===== src/rtl/apb_xfer_sequencer.sv =====
// Round-robin multi-requester to APB bridge: one transfer in flight, address decode
// over NUM_APB equal windows, and an ACCESS wait-state timeout.
module apb_xfer_sequencer #(
    parameter int          NUM_REQ        = 2,
    parameter int          NUM_APB        = 4,
    parameter logic [31:0] APB_BASE_ADDR  = 32'h8000_0000,
    parameter logic [31:0] APB_ADDR_RANGE = 32'h0000_1000,
    parameter int          TIMEOUT        = 16
) (
    input  logic                     HCLK,
    input  logic                     HRESET,
    input  logic [NUM_REQ-1:0]       req_valid,
    input  logic [NUM_REQ-1:0][31:0] req_addr,
    input  logic [NUM_REQ-1:0][31:0] req_wdata,
    input  logic [NUM_REQ-1:0]       req_write,
    input  logic [NUM_REQ-1:0][2:0]  req_size,
    output logic [NUM_REQ-1:0]       req_ready,
    output logic [NUM_REQ-1:0]       rsp_valid,
    output logic [31:0]              rsp_rdata,
    output logic                     rsp_err,
    output logic [31:0]              PADDR,
    output logic [31:0]              PWDATA,
    output logic                     PWRITE,
    output logic                     PENABLE,
    output logic [3:0]               PSTRB,
    output logic [NUM_APB-1:0]       PSEL,
    input  logic [31:0]              PRDATA,
    input  logic                     PREADY,
    input  logic                     PSLVERR
);

    localparam int          GW      = $clog2(NUM_REQ);
    localparam int          SW      = (NUM_APB > 1) ? $clog2(NUM_APB) : 1;
    localparam logic [32:0] BASE33  = {1'b0, APB_BASE_ADDR};
    localparam logic [32:0] RANGE33 = {1'b0, APB_ADDR_RANGE};

    typedef enum logic [1:0] {
        ST_IDLE   = 2'd0,
        ST_SETUP  = 2'd1,
        ST_ACCESS = 2'd2,
        ST_RESP   = 2'd3
    } state_t;

    state_t          r_state;
    state_t          w_next;
    logic [GW-1:0]   r_last_grant;
    logic [GW-1:0]   r_grant;
    logic [SW-1:0]   r_sel;
    logic [7:0]      r_wait;
    logic [31:0]     r_paddr;
    logic [31:0]     r_pwdata;
    logic            r_pwrite;
    logic [3:0]      r_pstrb;
    logic [31:0]     r_rdata;
    logic            r_err;

    logic            w_any;
    logic [GW-1:0]   w_gnt;
    logic            w_hit;
    logic [SW-1:0]   w_sel;
    logic [32:0]     w_addr33;
    logic            w_timeout;

    function automatic logic [3:0] strb_f(input logic wr, input logic [2:0] sz, input logic [1:0] a);
        logic [3:0] s;
        if (!wr) begin
            s = 4'b0000;
        end else begin
            case (sz)
                3'd0:    s = 4'b0001 << a;
                3'd1:    s = 4'b0011 << {a[1], 1'b0};
                default: s = 4'b1111;
            endcase
        end
        return s;
    endfunction

    // Round-robin search starting just after the last granted requester
    always_comb begin
        w_any = 1'b0;
        w_gnt = '0;
        for (int k = 1; k <= NUM_REQ; k++) begin
            if (!w_any && req_valid[(int'(r_last_grant) + k) % NUM_REQ]) begin
                w_any = 1'b1;
                w_gnt = GW'((int'(r_last_grant) + k) % NUM_REQ);
            end else begin
                w_any = w_any;
            end
        end
    end

    // Peripheral window decode in 33 bits so the top window cannot wrap
    always_comb begin
        w_hit    = 1'b0;
        w_sel    = '0;
        w_addr33 = {1'b0, req_addr[w_gnt]};
        for (int i = 0; i < NUM_APB; i++) begin
            if (!w_hit && (w_addr33 >= BASE33 + RANGE33 * 33'(i)) &&
                (w_addr33 < BASE33 + RANGE33 * 33'(i + 1))) begin
                w_hit = 1'b1;
                w_sel = SW'(i);
            end else begin
                w_hit = w_hit;
            end
        end
    end

    assign w_timeout = !PREADY && (r_wait == 8'(TIMEOUT - 1));

    // State register
    always_ff @(posedge HCLK) begin
        if (HRESET) r_state <= ST_IDLE;
        else        r_state <= w_next;
    end

    // Next-state logic
    always_comb begin
        w_next = r_state;
        case (r_state)
            ST_IDLE:   if (w_any) w_next = w_hit ? ST_SETUP : ST_RESP;
                       else       w_next = ST_IDLE;
            ST_SETUP:  w_next = ST_ACCESS;
            ST_ACCESS: if (PREADY || w_timeout) w_next = ST_RESP;
                       else                     w_next = ST_ACCESS;
            ST_RESP:   w_next = ST_IDLE;
            default:   w_next = ST_IDLE;
        endcase
    end

    // Bus outputs decoded from the registered state; req_ready is the grant itself
    always_comb begin
        PSEL      = '0;
        req_ready = '0;
        rsp_valid = '0;
        if ((r_state == ST_SETUP) || (r_state == ST_ACCESS)) PSEL[r_sel] = 1'b1;
        else                                                  PSEL = '0;
        if ((r_state == ST_IDLE) && !HRESET && w_any) req_ready = {{(NUM_REQ-1){1'b0}}, 1'b1} << w_gnt;
        else                                          req_ready = '0;
        if (r_state == ST_RESP) rsp_valid = {{(NUM_REQ-1){1'b0}}, 1'b1} << r_grant;
        else                    rsp_valid = '0;
        PENABLE = (r_state == ST_ACCESS);
    end

    // Transfer datapath: grant capture, APB drive registers, wait counter, response
    always_ff @(posedge HCLK) begin
        if (HRESET) begin
            r_last_grant <= GW'(NUM_REQ - 1);
            r_grant      <= '0;
            r_sel        <= '0;
            r_wait       <= 8'd0;
            r_paddr      <= 32'd0;
            r_pwdata     <= 32'd0;
            r_pwrite     <= 1'b0;
            r_pstrb      <= 4'd0;
            r_rdata      <= 32'd0;
            r_err        <= 1'b0;
        end else begin
            case (r_state)
                ST_IDLE: begin
                    if (w_any) begin
                        r_grant      <= w_gnt;
                        r_last_grant <= w_gnt;
                        if (w_hit) begin
                            r_sel    <= w_sel;
                            r_wait   <= 8'd0;
                            r_paddr  <= req_addr[w_gnt];
                            r_pwdata <= req_wdata[w_gnt];
                            r_pwrite <= req_write[w_gnt];
                            r_pstrb  <= strb_f(req_write[w_gnt], req_size[w_gnt], req_addr[w_gnt][1:0]);
                        end else begin
                            r_rdata <= 32'd0;
                            r_err   <= 1'b1;
                        end
                    end
                end
                ST_ACCESS: begin
                    if (PREADY) begin
                        r_rdata <= r_pwrite ? 32'd0 : PRDATA;
                        r_err   <= PSLVERR;
                    end else if (w_timeout) begin
                        r_rdata <= 32'd0;
                        r_err   <= 1'b1;
                    end else begin
                        r_wait <= r_wait + 8'd1;
                    end
                end
                default: r_wait <= r_wait;
            endcase
        end
    end

    assign PADDR     = r_paddr;
    assign PWDATA    = r_pwdata;
    assign PWRITE    = r_pwrite;
    assign PSTRB     = r_pstrb;
    assign rsp_rdata = r_rdata;
    assign rsp_err   = r_err;

endmodule


===== config.mk =====
export PLATFORM = sky130hd
export DESIGN_NAME = apb_xfer_sequencer
export DESIGN_NICKNAME = d
export VERILOG_FILES = /design/src/rtl/apb_xfer_sequencer.sv
export SDC_FILE = /design/constraint.sdc
export NUM_CORES = 1
export LEC_CHECK = 0
export ABC_CLOCK_PERIOD_IN_PS = 3500
export BUFFER_PORTS_ARGS = -buffer_cell sky130_fd_sc_hd__buf_2
export CAP_MARGIN = 25
export CORE_MARGIN = 8
export CORE_UTILIZATION = 40
export CTS_BUF_LIST = sky130_fd_sc_hd__clkbuf_8
export DETAILED_ROUTE_END_ITERATION = 12
export PLACE_DENSITY = 0.74
export SKIP_CTS_REPAIR_TIMING = 1
export SLEW_MARGIN = 20
export SYNTH_ARGS = -nofsm -noshare
export SYNTH_HDL_FRONTEND = slang
export SYNTH_SLANG_ARGS = --single-unit

===== constraint.sdc =====
create_clock -name HCLK -period 3.5 [get_ports HCLK]
set_input_delay 0.7 -clock HCLK [delete_from_list [all_inputs] [get_ports HCLK]]
set_output_delay 0.7 -clock HCLK [all_outputs]
set_load 0.1 [all_outputs]

# Yosys cells after proc, flatten, opt, wreduce, memory -nomap -nowiden
# Index checks and enable logic that the tools add are counted.
[word_totals]
mem_count = 0
latchBits = 0
romBits = 0
output_inout_bits = 111
ramBits = 0
register_bits = 116
[classes]
div_mod_pow = 0
n_addsub = 3
shift = 4
n_reduce_logical = 27
n_lt_le_gt_ge = 13
n_eq_ne = 11
muxes = 52
n_bitwise = 2
n_mul = 0
[ops]
columns = ["cell", "count"]
rows = [
  ["2-to-1 mux 32 bit", 9],
  [">= comparator 32 bit, second input constant", 4],
  ["less-than comparator 32 bit, second input constant", 4],
  ["case mux 32 bit (2 select lines)", 1],
  ["2-to-1 mux 8 bit", 4],
  ["2-to-1 mux 1 bit", 23],
  ["case mux 8 bit (2 select lines)", 1],
  ["logical AND 1 bit", 12],
  ["2-to-1 mux 2 bit", 6],
  ["!= test 2 bit, second input constant", 5],
  ["less-than comparator 2 x 3 -> 1 bit, second input constant", 3],
  ["adder 8 x 1 -> 8 bit, second input constant", 1],
  ["== test 8 x 4 -> 1 bit, second input constant", 1],
  ["2-to-1 mux 4 bit", 2],
  ["case mux 2 bit (4 select lines)", 1],
  ["case mux 4 bit (2 select lines)", 1],
  ["logical NOT 1 bit", 6],
  ["2-to-1 mux 3 bit", 2],
  ["AND reduction 5 bit", 1],
  ["== test 2 bit, second input constant", 2],
  ["AND reduction 4 bit", 1],
  ["left shift 1 x 1 -> 2 bit, first input constant", 2],
  ["left shift 1 x 2 -> 4 bit, first input constant", 1],
  ["left shift 2 x 2 -> 4 bit, first input constant", 1],
  ["other kinds (15)", 18],
]

# Depth between registers and ports, before layout
[depth]
ltp_word = 29
ltp_mapped = 9

# Worst setup path before layout
# Ideal clock, no wire load.
[synth_path]
path_kind = "input to output"
start = "input req_valid[1]"
end = "output req_ready[1]"
stages = 4
setup_slack_ns = -0.491
arrival_ns = 3.291
cell_sequence = "a21bo_2 clkbuf_1 clkbuf_1 nor3_1"
[synth_between]
elab_chain_len = 9
elab_cells_between_ends = 15
classes_between = "shift (1); mux (11); reduce/logical (3)"
[synth_lines]
columns = ["item", "line", "rtl"]
rows = [
  ["start: declaration", "12", "input logic [NUM_REQ-1:0] req_valid,"],
  ["2-to-1 mux 1 bit (implied by the code) (3 in series)", "83", "if (!w_any && req_valid[(int'(r_last_grant) + k) % NUM_REQ]) begin"],
  ["2-to-1 mux 1 bit", "83", ""],
  ["logical NOT 1 bit", "83", ""],
  ["logical AND 1 bit", "83", ""],
  ["2-to-1 mux 1 bit", "83", ""],
  ["left shift 1 x 1 -> 2 bit or logical AND 1 bit (tied branches)", "137", "if ((r_state == ST_IDLE) && !HRESET && w_any) req_ready = {{(NUM_REQ-1){1'b0}}, 1'b1} << w_gnt;"],
  ["2-to-1 mux 2 bit *", "137", ""],
  ["end: declaration", "17", "output logic [NUM_REQ-1:0] req_ready,"],
]
# Mark *: on every way between the ends. The rest lies on a longest branch, timed or not. The select of a mux whose other input is x is not followed.

# Final worst setup path
[layout_path]
start = "register r_state[0]"
end = "register r_pwdata[6] (netlist: PWDATA[6])"
[layout_between]
elab_chain_len = 2
[layout_lines]
columns = ["item", "line", "rtl"]
rows = [
  ["start: declaration", "44", "state_t r_state;"],
  ["start signal: assignment", "113", "else r_state <= w_next;"],
  ["logical NOT 2 bit", "158", "case (r_state)"],
  ["AND reduction 3 bit (no line)", "-", ""],
  ["end signal: assignment", "167", "r_pwdata <= req_wdata[w_gnt];"],
  ["end: declaration", "51", "logic [31:0] r_pwdata;"],
]
# Every way passes these cells.
# A chain may end at the register's enable or synchronous reset.

==> run metrics <==
Core ar.=0.01241 sq mm; MaxCap Viol Count=0; worst slew pin tran=622.6 ps; Ys Warns=0; layout cell share with drive strength beyond 1=38.78%; initial antenna violation count=1; Main synth FF type=dfxtp_1; Slew Viols, Final=0; Startpoint Class=flop; Final Setup Violations=0; Peak Freq=362.3 MHz; multi-input logic area=0.002492 sq mm; share of the synthesized area in the top cell type=46.39%; Core Rows=41; Setup TNS=0 ps; Starting Density=40.32%; fin crit period=2760 ps; Core Util, Final=57.02%; Power per Cell Area=480.0 mW/mm^2; root buf cell=clkbuf_8; Mapped Cells=602; Final Hold Viols=0; Vias=5343; Comb pwr share=20.3%; Remaining Overflow, GRT=0; first-pass GRT wire length=26740 microns; top cell type by total area after synthesis=dfxtp_1; # fillers=1183; Layout Cells excl Fill=1060; design area=0.007079 sq mm; HP Class=reg2reg; CP max FO=23; worst setup margin=740.2 ps; Cell variety after synth=53; Clk pin slew, worst setup/hold paths=60 ps; syn_area_per_cell=8.316 sq um; clock sink count=116; top-count cell post-synth=nand2_1; clock power share=39.7%; RePlAce Congestion=0.8592; synth top area cells=dfxtp_1 46%, nand2_1 13%, a311oi_1 7.5%; Cell Area, Placed=0.006643 sq mm; wire length per cell=15.98 microns; FF+latch area=0.002322 sq mm; H-tree depth=4; CTS tree=done; total power=3.398 mW; pin count of the biggest net entering global routing=51; mapped cell area=0.005006 sq mm; area delta synth->final=41.41%; vias in the first global route=5476; WP data arrival=3080 ps; Async S/R FF share, synth=0%; placed cell count=1027; register area share after synthesis=46.39%; nets=1052; RSZ-0062 raised after global routing=false; P_sw=1.010 mW; Routed Antenna Nets=0; die width=127.9 microns; relative slew slack=58.49%; Syn Nets=780; crit path kind=reg2reg; Final Cycle Share=78.85%; critical path required time=3820 ps; CTS Buffer Depth=2; DRT Pass-1 Iters=6; DIE HEIGHT=127.9 microns; Sw Ratio=29.73%; Worst-Skew Late Latency=430 ps; HPWL after DPL=12990 microns; initial drt markers=285; Vias/cell=5.041; CTS Buf Count=17; P_leak=3.431 nW; IO Port Bufs=284; status=complete, no violations; WHS=452.5 ps; Critical Path End Type=flop; clk_skew=8.402 ps; Synth top cells by count=176 x nand2_1, 116 x dfxtp_1, 52 x nor2_1, 43 x a311oi_1; die area=0.01635 sq mm; Setup WS pre-CTS=429.1 ps; VDD IR max=335.2 uV; internal power=2.388 mW; register bit total from synthesis=116; DRC Markers=0; Sequential Power Share=40.1%; Post-synth EDFFs=0; Routed Wire Length=16940 microns; All-Layer GR Usage=20.49%; num ports=285
## cell type report
| type | count | share of cell area (%) |
|---|---|---|
| inverters | 11 | 0.5832 |
| diodes | 1 | 0.03535 |
| clock buffers | 20 | 3.888 |
| well taps | 172 | 3.040 |
| multi-input cells | 429 | 35.21 |
| repair buffers | 299 | 22.20 |
| clock inverters | 12 | 2.245 |
| flip-flops and latches | 116 | 32.80 |
## worst max-delay path: stages, from the launching register on
cell,delay [ps]
dfxtp_1,320
inv_1,80
ha_1,340
o21ai_0,210
or4_1,610
o22ai_4,520
buf_12,240
nor2_1,50
a311oi_1,270
## cell usage in the layout, fill, tap and decap left out, drive strengths merged, types with 5 or more instances in the layout
master  count
clkbuf     20
and3       21
a211oi      5
a21oi      12
nor4        5
o21ai       5
o21a        5
inv        11
a31oi       5
buf       299
nand3       5
nand2     176
nor3        5
clkinv      8
o211ai      5
or4         6
a311oi     43
nor2       52
mux2i      34
dfxtp     116
## kinds of logic (layout without fill, tap and decap cells)
kind of cell               Yosys count  count (layout)  synth area share [%]
and+or+nand+nor                    290             290                 25.19
AOI/OAI and AO/OA                   99              99                 15.42
buffers and inverters               57             342                 4.749
adders and majority gates            4               4                0.9998
muxes                               36              36                 7.248
DFF                                116             116                 46.39
other                                0               1                     0
## final timing paths
| kind | start | end | slack [ps] | cells past startpoint |
|---|---|---|---|---|
| worst max register to register | r_state[0] | PWDATA[6] | 740 | 8 |
| worst max-delay path | r_state[0] | PWDATA[6] | 740 | 8 |
| worst min register to register | rsp_rdata[24] | rsp_rdata[24] | 450 | 2 |
| worst min-delay path | rsp_rdata[24] | rsp_rdata[24] | 450 | 2 |
## routing by layer
layer | GRT usage, % | part of all wire (%) | vias to the layer above
li1 | - | - | 2654
met1 | 21.89 | 40 | 2454
met2 | 33.54 | 47 | 203
met3 | 10.44 | 11 | 30
met4 | 8.531 | 2.7 | 2
met5 | 0 | 0.047 | -
## power by group through the flow
stage	logic [mW]	clock network [mW]	registers [mW]
CTS	0.691	1.38	1.36
finish	0.688	1.35	1.36
global route	0.737	1.44	1.37
global placement	0.685	0	1.39
detailed placement	0.689	0	1.39
floorplan	0.378	0	1.50
## state kept, by name, summed over array words and instances, names as in the netlist
register / cells
r_state: 2
rsp_err: 1
PSTRB: 4
PWDATA: 32
PWRITE: 1
r_sel: 2
r_wait: 8
r_grant: 1
rsp_rdata: 32
r_last_grant: 1
PADDR: 32
Note: power is estimated with default switching activity, not from simulation.
